### src/rtl/alu_seq.sv
// alu_seq: multi-cycle execute-stage ALU.
//  Base integer ops finish in one cycle; RV32M multiply/divide iterate one bit
//  per cycle on a shared hi:lo register pair, then a fix-up cycle applies signs.
//  Optional macro: ALU_SEQ_FAST_MUL_EN -- mul/mulh/mulhsu/mulhu use a single
//  array multiplier and complete in one cycle; div/rem remain iterative.
module alu_seq #(
  parameter int WIDTH = 32,
  parameter int CNT_W = 6
) (
  input  logic             clk,
  input  logic             rst,
  input  logic             in_valid,
  output logic             in_ready,
  input  logic [4:0]       op,
  input  logic [WIDTH-1:0] dataa,
  input  logic [WIDTH-1:0] datab,
  output logic             out_valid,
  input  logic             out_ready,
  output logic [WIDTH-1:0] result,
  output logic             less,
  output logic             zero,
  output logic             busy
);

  localparam int                 SH_W     = $clog2(WIDTH);
  localparam logic [WIDTH-1:0]   ONE      = WIDTH'(1);
  localparam logic [2*WIDTH-1:0] ONE2     = (2*WIDTH)'(1);
  localparam logic [CNT_W-1:0]   CNT_LAST = CNT_W'(WIDTH-1);
  localparam logic [CNT_W-1:0]   CNT_ONE  = CNT_W'(1);

  typedef enum logic [1:0] {IDLE, CALC, FIX, DONE} state_t;

  // Context captured when an M-ext op is accepted.
  typedef struct packed {
    logic [2:0]       f3;     // funct3
    logic             neg_q;  // negate product / quotient in FIX
    logic             neg_r;  // negate remainder in FIX
    logic             dz;     // divisor was zero
    logic [WIDTH-1:0] a_raw;  // original dividend for rem-by-zero
    logic [WIDTH-1:0] mc;     // multiplicand (mul) or divisor magnitude (div)
  } mctx_t;

  state_t           state, state_nxt;
  mctx_t            ctx;
  logic [WIDTH-1:0] hi, lo;
  logic [CNT_W-1:0] cnt;

  // ---------------- single-cycle base datapath ----------------
  logic             sub_en, add_cout, add_ovf, base_less;
  logic [WIDTH-1:0] b_op, add_res, shift_res, base_res;
  logic [WIDTH:0]   add_full;
  logic [SH_W-1:0]  shamt;

  // Shared adder/subtractor, shifter and logic unit keyed by ALUctr.
  always_comb begin
    sub_en    = op[3] | op[1];
    b_op      = sub_en ? ~datab : datab;
    add_full  = {1'b0, dataa} + {1'b0, b_op} + {{WIDTH{1'b0}}, sub_en};
    add_res   = add_full[WIDTH-1:0];
    add_cout  = add_full[WIDTH];
    add_ovf   = (dataa[WIDTH-1] == b_op[WIDTH-1]) & (add_res[WIDTH-1] != dataa[WIDTH-1]);
    // unsigned compare: borrow out of a-b; signed: sign corrected by overflow
    base_less = op[0] ? ~add_cout : (add_res[WIDTH-1] ^ add_ovf);
    shamt     = datab[SH_W-1:0];
    if (!op[2])     shift_res = dataa << shamt;
    else if (op[3]) shift_res = $signed(dataa) >>> shamt;
    else            shift_res = dataa >> shamt;
    casez (op[3:0])
      4'b?000: base_res = add_res;
      4'b??01: base_res = shift_res;
      4'b001?: base_res = {{(WIDTH-1){1'b0}}, base_less};
      4'b0100: base_res = dataa ^ datab;
      4'b0110: base_res = dataa | datab;
      4'b0111: base_res = dataa & datab;
      4'b1111: base_res = datab;
      default: base_res = add_res;
    endcase
  end

  // ---------------- M-ext operand preparation ----------------
  logic [2:0]       f3;
  logic             a_sgn, b_sgn, sa, sb;
  logic [WIDTH-1:0] mag_a, mag_b;

  // Signedness per funct3 and operand magnitudes for the unsigned core.
  always_comb begin
    f3    = op[2:0];
    a_sgn = (f3 == 3'b001) | (f3 == 3'b010) | (f3 == 3'b100) | (f3 == 3'b110);
    b_sgn = (f3 == 3'b001) | (f3 == 3'b100) | (f3 == 3'b110);
    sa    = a_sgn & dataa[WIDTH-1];
    sb    = b_sgn & datab[WIDTH-1];
    mag_a = sa ? (~dataa + ONE) : dataa;
    mag_b = sb ? (~datab + ONE) : datab;
  end

  // ---------------- one-cycle result selection ----------------
  logic             one_shot, one_less, one_zero;
  logic [WIDTH-1:0] one_res;

`ifdef ALU_SEQ_FAST_MUL_EN
  logic [2*WIDTH-1:0] fa, fb, fprod;
  logic [WIDTH-1:0]   fast_res;

  // Sign-extended full product; low or high half picked by funct3.
  always_comb begin
    fa       = {{WIDTH{sa}}, dataa};
    fb       = {{WIDTH{sb}}, datab};
    fprod    = fa * fb;
    fast_res = (f3 == 3'b000) ? fprod[WIDTH-1:0] : fprod[2*WIDTH-1:WIDTH];
    one_shot = ~op[4] | ~op[2];
    one_res  = op[4] ? fast_res : base_res;
    one_less = op[4] ? 1'b0 : base_less;
    one_zero = op[4] ? (fast_res == '0) : (add_res == '0);
  end
`else
  // Only base ops complete in the accept cycle.
  always_comb begin
    one_shot = ~op[4];
    one_res  = base_res;
    one_less = base_less;
    one_zero = (add_res == '0);
  end
`endif

  // ---------------- iterative step and fix-up ----------------
  logic [WIDTH:0]     mul_sum, div_sh;
  logic [WIDTH-1:0]   div_diff, quot, remd, fix_res;
  logic               div_ge;
  logic [2*WIDTH-1:0] prod, prod_s;

  // One shift-add / restoring-divide step, plus sign fix and result select.
  always_comb begin
    mul_sum  = {1'b0, hi} + (lo[0] ? {1'b0, ctx.mc} : {(WIDTH+1){1'b0}});
    div_sh   = {hi, lo[WIDTH-1]};
    div_ge   = (div_sh >= {1'b0, ctx.mc});
    // when div_ge holds the difference is below the divisor, so WIDTH bits suffice
    div_diff = div_sh[WIDTH-1:0] - ctx.mc;
    prod     = {hi, lo};
    prod_s   = ctx.neg_q ? (~prod + ONE2) : prod;
    quot     = ctx.neg_q ? (~lo + ONE) : lo;
    remd     = ctx.neg_r ? (~hi + ONE) : hi;
    case (ctx.f3)
      3'b000:                fix_res = prod_s[WIDTH-1:0];
      3'b001, 3'b010, 3'b011: fix_res = prod_s[2*WIDTH-1:WIDTH];
      3'b100, 3'b101:        fix_res = ctx.dz ? {WIDTH{1'b1}} : quot;
      default:               fix_res = ctx.dz ? ctx.a_raw : remd;
    endcase
  end

  // ---------------- control ----------------
  // State register.
  always_ff @(posedge clk) begin
    if (rst) state <= IDLE;
    else     state <= state_nxt;
  end

  // Next state: base ops skip straight to DONE, M-ext runs WIDTH CALC cycles then FIX.
  always_comb begin
    state_nxt = state;
    case (state)
      IDLE:    if (in_valid) state_nxt = one_shot ? DONE : CALC;
      CALC:    if (cnt == CNT_LAST) state_nxt = FIX;
      FIX:     state_nxt = DONE;
      DONE:    if (out_ready) state_nxt = IDLE;
      default: state_nxt = IDLE;
    endcase
  end

  // Datapath registers: capture on accept, iterate in CALC, publish in FIX.
  always_ff @(posedge clk) begin
    if (rst) begin
      result <= '0;
      less   <= 1'b0;
      zero   <= 1'b0;
      hi     <= '0;
      lo     <= '0;
      cnt    <= '0;
      ctx    <= '0;
    end else begin
      case (state)
        IDLE: if (in_valid) begin
          if (one_shot) begin
            result <= one_res;
            less   <= one_less;
            zero   <= one_zero;
          end else begin
            ctx.f3    <= f3;
            ctx.neg_q <= sa ^ sb;
            ctx.neg_r <= sa;
            ctx.dz    <= (datab == '0);
            ctx.a_raw <= dataa;
            ctx.mc    <= op[2] ? mag_b : mag_a;
            hi        <= '0;
            lo        <= op[2] ? mag_a : mag_b;
            cnt       <= '0;
          end
        end
        CALC: begin
          cnt <= cnt + CNT_ONE;
          if (ctx.f3[2]) begin
            hi <= div_ge ? div_diff : div_sh[WIDTH-1:0];
            lo <= {lo[WIDTH-2:0], div_ge};
          end else begin
            hi <= mul_sum[WIDTH:1];
            lo <= {mul_sum[0], lo[WIDTH-1:1]};
          end
        end
        FIX: begin
          result <= fix_res;
          less   <= 1'b0;
          zero   <= (fix_res == '0);
        end
        default: ;
      endcase
    end
  end

  assign in_ready  = (state == IDLE);
  assign out_valid = (state == DONE);
  assign busy      = (state != IDLE);

endmodule
### config.mk
export PLATFORM = sky130hd
export DESIGN_NAME = alu_seq
export DESIGN_NICKNAME = d
export VERILOG_FILES = /design/src/rtl/alu_seq.sv
export SDC_FILE = /design/constraint.sdc
export NUM_CORES = 1
export LEC_CHECK = 0
export CAP_MARGIN = 20
export CORE_MARGIN = 5
export CORE_UTILIZATION = 46
export DETAILED_ROUTE_END_ITERATION = 10
export PLACE_DENSITY = 0.62
export SKIP_LAST_GASP = 1
export SYNTH_ARGS = -nofsm -noshare
export SYNTH_HDL_FRONTEND = slang
export SYNTH_SLANG_ARGS = --single-unit
### constraint.sdc
create_clock -name clk -period 6.3 [get_ports clk]
set_clock_uncertainty 0.2 [all_clocks]
set_input_delay 0.945 -clock clk [delete_from_list [all_inputs] [get_ports clk]]
set_output_delay 0.945 -clock clk [all_outputs]
set_load 0.01 [all_outputs]
# Word-level counts from Yosys, hierarchy flattened
# Cells that the tools add are included.
# word_totals
ff_bits,176
out_inout_bits,37
# classes
n_addsub,10
magnitude_cmp,1
eq_ne,26
shifts,3
mux,42
bitwise_logic,20
n_reduce_logical,14
# op_table
operator,count
two-way mux 32 bit,21
one-hot mux 32 bit (2 select lines),3
one-hot mux 32 bit (6 select lines),1
adder 32 x 1 -> 32 bit (second input constant),4
NOT 32 bit,4
logical NOT 32 bit,3
one-hot mux 32 bit (3 select lines),1
adder 32 x 32 -> 33 bit,2
adder 64 x 1 -> 64 bit (second input constant),1
two-way mux 64 bit,1
NOT 64 bit,1
adder 33 x 1 -> 33 bit,1
greater-or-equal comparator 33 x 32 -> 1 bit,1
bitwise AND 32 bit,1
bitwise OR 32 bit,1
<< shifter 32 x 5 -> 32 bit,1
right shift 32 x 5 -> 32 bit,1
>>> shifter 32 x 5 -> 32 bit,1
subtractor 32 bit,1
bitwise XOR 32 bit,1
equality test 3 bit (second input constant),4
equality test 4 x 3 -> 1 bit (second input constant),3
two-way mux 6 bit,2
one-hot mux 6 bit (2 select lines),1
other kinds (25),55

# Depth between registers and ports, before layout
# Gate-level depths: netlist of the first run.
# logic_depth
depth_word,12
depth_mapped,18
ltp_nobuf,14

# Worst setup path before layout of the first run
# OpenSTA, ideal clock, no wires.
# synth_timing
path_kind,input-to-reg
startpoint,in op[3]
endpoint,reg result[0]
setup_ps,86
t_arrival_ps,5306
t_required_ps,6014
slack_ps,708
cell_stages,16
path_buffers,4
path_cell_list,clkbuf_1 buf_1 clkbuf_1 nor2_1 clkbuf_1 xnor2_1 ha_1 a2111oi_0 a21oi_1 or2_2 a311oi_1 o21a_1 or3_1 a21oi_1 or3b_1 a211oi_1
# synth_via
elab_chain_len,12
# synth_rtl
item,line_no,rtl
from (decl),14,"input logic [4:0] op,"
bitwise OR 1 bit,56,sub_en = op[3] | op[1];
two-way mux 32 bit,57,b_op = sub_en ? ~datab : datab;
adder 32 x 32 -> 33 bit,58,"add_full = {1'b0, dataa} + {1'b0, b_op} + {{WIDTH{1'b0}}, sub_en};"
adder 33 x 1 -> 33 bit,58,
inequality test 1 bit,61,add_ovf = (dataa[WIDTH-1] == b_op[WIDTH-1]) & (add_res[WIDTH-1] != dataa[WIDTH-1]);
bitwise AND 1 bit,61,
bitwise XOR 1 bit,63,base_less = op[0] ? ~add_cout : (add_res[WIDTH-1] ^ add_ovf);
two-way mux 1 bit,63,
one-hot mux 32 bit (6 select lines) (*),68,casez (op[3:0])
two-way mux 32 bit (*),182,if (one_shot) begin
two-way mux 32 bit (*),181,IDLE: if (in_valid) begin
one-hot mux 32 bit (2 select lines) (*),180,case (state)
to (signal assigned),183,result <= one_res;
to (signal assigned),209,result <= fix_res;
to (decl),19,"output logic [WIDTH-1:0] result,"
# Every way passes the cells marked *; elsewhere a longest branch is shown, timed or not. The select of a mux whose other input is x is not followed.
# A chain may end at the register's enable or synchronous reset.

# Final worst setup path of the first run
# layout_timing
startpoint,in op[1]
endpoint,reg result[30]
# layout_via
elab_chain_len,8
# layout_rtl
item,line_no
bitwise OR 1 bit,56
two-way mux 32 bit,57
adder 32 x 32 -> 33 bit,58
adder 33 x 1 -> 33 bit,58
one-hot mux 32 bit (6 select lines) (*),68
two-way mux 32 bit (*),182
two-way mux 32 bit (*),181
one-hot mux 32 bit (2 select lines) (*),180
# Marks and branches as above.

==> out/qor.yml, run 1 <==
status:
  status: "complete, no violations"
worst_setup_path:
  crit_required_ns: 6.50
  crit_arrival_ns: 5.39
  r2r_start: "hi[0]"
  endpoint_kind: "flop"
  cp-startpoint: "op[1]"
  crit_type: "input port to flop"
  crit_fanout: 17
  critPathLaunchType: "input port"
synthesis:
  ys_seq_elements: 176
  synth-main-ff-cell: "dfxtp_1"
  synth_cells: 3458
  synth_area_um2: 24710
  synth.area.top_cells: "dfxtp_1, ha_1, a21oi_1"
  ys_warn_count: 0
  synth_top_area_cell: "dfxtp_1"
  synth_top_area_share_pct: 14.26
  synth_edf_count: 0
  synthesis.nets: 3705
  syn_area_per_cell_um2: 7.145
  synth.most_common_cell: "nor2_1"
  synth_cell_type_count: 96
  synthTopCellsByCount: "nor2_1, nand2_1, a21oi_1"
  async_flop_share_pct: 0
  yosysSeqAreaShare_pct: 14.26
cells_and_area:
  finalNetCount: 3641
  syn_to_final_growth_pct: 9.111
  postLayoutCellArea_um2: 26960
  register_area_um2: 3528
  drive_gt1_share_pct: 8.776
  multi_input_area_um2: 19480
  fill_cells: 5407
timing:
  finalHoldViolations: 0
  period_share_pct: 82.38
  relSlewSlack_pct: 28.34
  fmax_mhz: 192.7
  fin_tns_setup_ns: 0
  worst-slew-pin-transition_ns: 1.064
  setup_viol: 0
  min_period_ns: 5.190
  rsz0062_at_grt: "no"
  drv_slew: 0
placed_design:
  dp_hpwl_um: 89400
  postPlaceCellArea_um2: 26340
  port_buffers: 109
  place_congestion: 1.078
cts:
  ctsHoldBuffers: 0
  clk_latency_ns: 0.52
  cts_htree_levels: 4
  root_buffer: "clkbuf_16"
  cts_sinks: 176
  cts_tree: "built"
  postCtsSetupRepairBufs: 0
  cts_made_buffers: 17
  clkSlewWorstSetupHoldPaths_ns: 0.08
  post_cts_resized: 0
  cts.path.max_buffers: 2
floorplan:
  io_pins: 110
  die_h_um: 241.8
  initial_core_util_pct: 46.18
  rows: 85
  core_um2: 53500
  die_x_um: 241.8
  die_area_um2: 58440
global_routing:
  antenna_found_initial: 2
  first_global_vias: 26710
  grt_pass1_wl_um: 172800
  grt_max_degree: 77
  grt_overflow_total: 0
  grt.total_usage_pct: 38.17
power:
  ir_drop_uv: 175.3
  p_leak_nw: 10.50
  power_density_nw_per_um2: 276.0
detailed_routing:
  drt-initial-drc-count: 2866
  drc: 0
  num_vias: 28000
  drt-total-wl_um: 116800
  wire_per_inst_um: 28.46
  ant_nets: 0
  vias_per_cell: 6.823
  firstDrtPassIters: 6
run:
  cap_violations: 0
min_path:
  hold_class: "flop to flop"
  worstHoldStart: "ctx[12]"
[cell usage in the layout (no fill, tap or decap), types with 20 or more instances in the layout]
master	synthesis	final
a211oi_1	69	69
a21o_1	56	56
a21oi_1	304	303
a221oi_1	34	34
a22oi_1	26	25
a31oi_1	37	37
buf_4	0	109
clkdlybuf4s50_1	0	102
dfxtp_1	176	174
ha_1	171	171
inv_1	148	147
mux2i_1	108	108
mux4_2	59	59
nand2_1	361	361
nand2b_1	20	20
nand3_1	59	58
nand4_1	40	40
nor2_1	375	372
nor3_1	65	64
nor4_1	33	33
o211ai_1	85	85
o21ai_0	214	210
o221ai_1	28	28
o31ai_1	29	29
o41ai_1	20	20
or2_2	28	28
or3_1	33	33
or4_1	26	26
xnor2_1	159	159
xor2_1	62	62
[critical path, cell delays in order]
cell and delay (ns):
clkdlybuf4s50_1 0.46, nor2_4 0.34, buf_4 0.37, xnor2_1 0.16, ha_1 0.30, and2_1 0.22, and3_1 0.22, nor2b_1 0.13
or4_1 0.52, a311oi_1 0.60, o31a_1 0.22, o21ai_0 0.09, xnor2_1 0.28, a221oi_1 0.13, a2111oi_0 0.37
[per-stage QoR]
stage	power (W)	util [%]	hold slack, ns	std cells	setup slack [ns]
2_1_floorplan	0.004473	-	0.2319	3458	0.7085
3_3_place_gp	0.006134	49.24	0.2402	4070	0.7864
3_5_place_dp	0.006152	49.24	0.2469	4070	0.6569
4_1_cts	0.007304	50.34	0.2551	4102	1.173
5_1_grt	0.007803	50.39	0.2697	4103	0.8235
6_report	0.007439	50.39	0.2511	4104	1.110
[path summary, 6_finish.rpt]
kind,to,slack [ns],cells after the start
setup / recovery,result[30],1.11,15
hold / removal,ctx[12],0.25,2
setup reg to reg,zero,1.53,12
hold reg to reg,ctx[12],0.25,2
[state kept, by name, indices dropped and copies added (netlist names)]
| signal | cells |
|---|---|
| state | 2 |
| ctx | 70 |
| result | 32 |
| zero | 1 |
| hi | 32 |
| lo | 32 |
| cnt | 6 |
| less | 1 |
[cells by family (layout without fill, tap and decap cells)]
kind of cell | after synthesis | in the layout | synth area share, %
XOR/XNOR | 221 | 221 | 7.835
adder cells (fa/ha/maj) | 174 | 174 | 8.903
AND/OR/NAND/NOR | 1128 | 1128 | 21.17
buffers and inverters | 455 | 404 | 7.141
AO/OA/AOI/OAI | 1118 | 1118 | 30.07
flip-flops | 176 | 176 | 14.26
multiplexers | 186 | 186 | 10.62
other | 0 | 1 | 0
[power breakdown]
part           switching, W  total, W  internal [W]
sequential         0.000293   0.00161       0.00131
combinational       0.00308   0.00469       0.00162
clock              0.000604   0.00114      0.000532
[metal layers]
metal / vias up / share of wire (%) / global-route usage, %
met4: 2 / 7.5 / 23.63
li1: 12630 / - / -
met2: 1605 / 45 / 61.99
met3: 356 / 9.0 / 7.553
met5: - / 0.013 / 0
met1: 13410 / 38 / 46.66
[area by class of cell]
cell class                      count  area share, %
Clock inverter                     15         0.5987
Multi-Input combinational cell   2827          72.27
Antenna cell                        1       0.009283
Inverter                          155          2.158
Tap cell                          696          3.230
Sequential cell                   176          13.09
Timing Repair Buffer              217          7.064
Clock buffer                       17          1.578
No activity file was read; power rests on OpenSTA's default activity.
==> inputs of run 2 (changes only) <==
Settings changed: PLACE_DENSITY 0.62 to 0.65.
Clock period 6.3 ns to 4.45 ns, I/O delays scaled along.
==> run 2 against run 1 <==
  * Global-route usage grew 0.96 points
  * Wire length grew 3.1%
  * Design area grew 8.3%
  * Non-clock buffer count grew 271
  * Sequential power grew 38%
  * Total power grew 54%
  * Count of clock-buffer cells in the layout is the same
  * Hold slack gained 0.0050 ns
  * Register-to-register slack lost 1.4 ns
  * Combinational power grew 63%
==> out/qor.yml, run 2 (synthesis results as in run 1) <==
cts:
  cts_sinks: 176  # unchanged
  clkSlewWorstSetupHoldPaths_ns: 0.08  # about the same
  cts_tree: "built"  # unchanged
  cts_htree_levels: 4  # unchanged
  clk_latency_ns: 0.52  # about the same
  root_buffer: "clkbuf_16"  # unchanged
  cts.path.max_buffers: 2  # unchanged
  postCtsSetupRepairBufs: 0  # unchanged
  cts_made_buffers: 17  # unchanged
placed_design:
  dp_hpwl_um: 94420  # was 89400 µm
  place_inst: 4342  # was 4070
  place_congestion: 1.062  # was 1.078
  port_buffers: 109  # unchanged
  postPlaceCellArea_um2: 28580  # was 26340 µm²
timing:
  period_share_pct: 96.94
  drv_slew: 0  # unchanged
  hold_slack_ns: 0.2561  # was 0.2511 ns
  min_period_ns: 4.314
  fmax_mhz: 231.8
  relSlewSlack_pct: 25.81  # was 28.34%
  worst-slew-pin-transition_ns: 1.109  # was 1.064 ns
  finalHoldViolations: 0  # unchanged
  setup_viol: 0  # unchanged
  rsz0062_at_grt: "no"  # unchanged
  fin_tns_setup_ns: 0  # unchanged
floorplan:
  initial_core_util_pct: 46.18  # unchanged
  die_h_um: 241.8  # unchanged
  die_area_um2: 58440  # unchanged
  rows: 85  # unchanged
  io_pins: 110  # unchanged
  core_um2: 53500  # unchanged
  die_x_um: 241.8  # unchanged
worst_setup_path:
  r2r_cells: 16  # was 12
  critPathLaunchType: "flop"  # was input port
  ff2ff_setup_slack_ns: 0.14  # was 1.53 ns
  reg2reg_to: "hi[31]"  # was zero
  crit_required_ns: 4.64  # was 6.50 ns
  crit_arrival_ns: 4.51  # was 5.39 ns
  cp-startpoint: "lo[0]"  # was op[1]
  crit_fanout: 24  # was 17
  r2r_start: "lo[0]"  # was hi[0]
  crit_type: "flop to flop"  # was input port to flop
  endpoint_kind: "flop"  # unchanged
min_path:
  worstHoldStart: "ctx[16]"  # was ctx[12]
  hold_depth: 2  # unchanged
  hold_class: "flop to flop"  # unchanged
  whs_endpoint: "ctx[16]"  # was ctx[12]
global_routing:
  grt_max_degree: 118  # was 77
  grt_pass1_wl_um: 177200  # was 172800 µm
  grt.total_usage_pct: 39.13  # was 38.17%
  grt_overflow_total: 0  # unchanged
  antenna_found_initial: 0  # was 2
  first_global_vias: 28030  # was 26710
run:
  cap_violations: 0  # unchanged
cells_and_area:
  fill_cells: 5186  # was 5407
  postLayoutCellArea_um2: 29200  # was 26960 µm²
  drive_gt1_share_pct: 15.80  # was 8.776%
  regMostFlops: "ctx"  # unchanged
  final_common_cell: "nor2_1"  # unchanged
  layout_common_cells: "nor2_1, buf_4, nand2_1"  # was nor2_1, nand2_1, a21oi_1
  finalNetCount: 3912  # was 3641
  finalNonFillerCells: 4374  # was 4104
  largest_reg_flops: 70  # unchanged
  syn_to_final_growth_pct: 18.21  # was 9.111%
  fin_util_pct: 54.59  # was 50.39%
  antenna_cells: 0  # was 1
power:
  p_leak_nw: 11.87  # was 10.50 nW
  power_density_nw_per_um2: 392.1  # was 276.0 nW/µm²
  ir_drop_uv: 279.5  # was 175.3 µV
detailed_routing:
  firstDrtPassIters: 6  # unchanged
  ant_nets: 0  # unchanged
  wire_per_inst_um: 27.54  # was 28.46 µm
  drc: 0  # unchanged
  drt-initial-drc-count: 3342  # was 2866
  num_vias: 29230  # was 28000
  vias_per_cell: 6.684  # was 6.823
  drt-total-wl_um: 120400  # was 116800 µm
status:
  status: "complete, no violations"  # unchanged
==> run 2: changes by cell type in the layout (fill, tap and decap cells not counted), sizes merged <==
cell / previous run / this run
diode: 1 / 0
buf: 114 / 386
inv: 159 / 158
clkbuf: 18 / 17
clkinvlp: 0 / 2
clkinv: 11 / 10
==> run 2: per-stage QoR <==
| step | setup slack, ns | power, W |
|---|---|---|
| after CTS | 0.02858 | 0.01122 |
| after floorplan | 0.01067 | 0.006343 |
| final | 0.1362 | 0.01145 |
| after global routing | 0.01173 | 0.01194 |
| after global placement | -0.3224 | 0.009582 |
| after detailed placement | -0.3783 | 0.009614 |
==> run 2: repair_timing <==
action                     CTS  global route
setup endpoints to repair    0             9
hold buffers                 0             0
gates resized for setup      0            10
==> run 2: how the worst max path moves through the flow <==
| stage | endpoint | slack (ns) | cells after the start |
|---|---|---|---|
| final | hi[31] | 0.14 | 16 |
| after global routing | hi[29] | 0.01 | 14 |
| after global placement | zero | -0.32 | 19 |
| after floorplan | result[0] | 0.01 | 17 |
| after CTS | hi[31] | 0.03 | 14 |
| after detailed placement | result[28] | -0.38 | 15 |
==> run 2: cell type report <==
type,instances,area (µm²),share of cell area [%]
clock buffers,17,425.4,1.457
clock inverters,15,142.6,0.4884
inverters,155,581.8,1.992
multi-input cells,2827,19560,66.97
flip-flops and latches,176,3528,12.08
well taps,696,870.8,2.982
repair buffers,488,4096,14.03
==> run 2: where the power goes <==
| part | switching (W) | internal (W) |
|---|---|---|
| registers | 0.000357 | 0.00186 |
| clock network | 0.000846 | 0.000740 |
| logic | 0.00471 | 0.00294 |
| total | 0.00591 | 0.00554 |
==> run 2: layer usage <==
| layer | track usage, % | up-vias | routed length (µm) |
|---|---|---|---|
| li1 | - | 13180 | - |
| met1 | 47.37 | 13940 | 45340 |
| met2 | 64.24 | 1729 | 54990 |
| met3 | 5.819 | 378 | 10180 |
| met4 | 26.89 | 0 | 9941 |
| met5 | 0 | - | 0 |
==> run 2: critical path, stage by stage (launching register included) <==
cell,delay (ns)
dfxtp_1,0.41
clkinv_1,0.24
buf_4,0.23
buf_4,0.22
nor2_1,0.14
ha_1,0.31
o21ai_0,0.28
a21oi_1,0.13
o21ai_0,0.22
a21oi_2,0.11
a2111oi_1,0.45
buf_4,0.23
o31ai_1,0.10
or2_1,0.27
buf_4,0.15
nor4b_1,0.33
o31ai_1,0.14
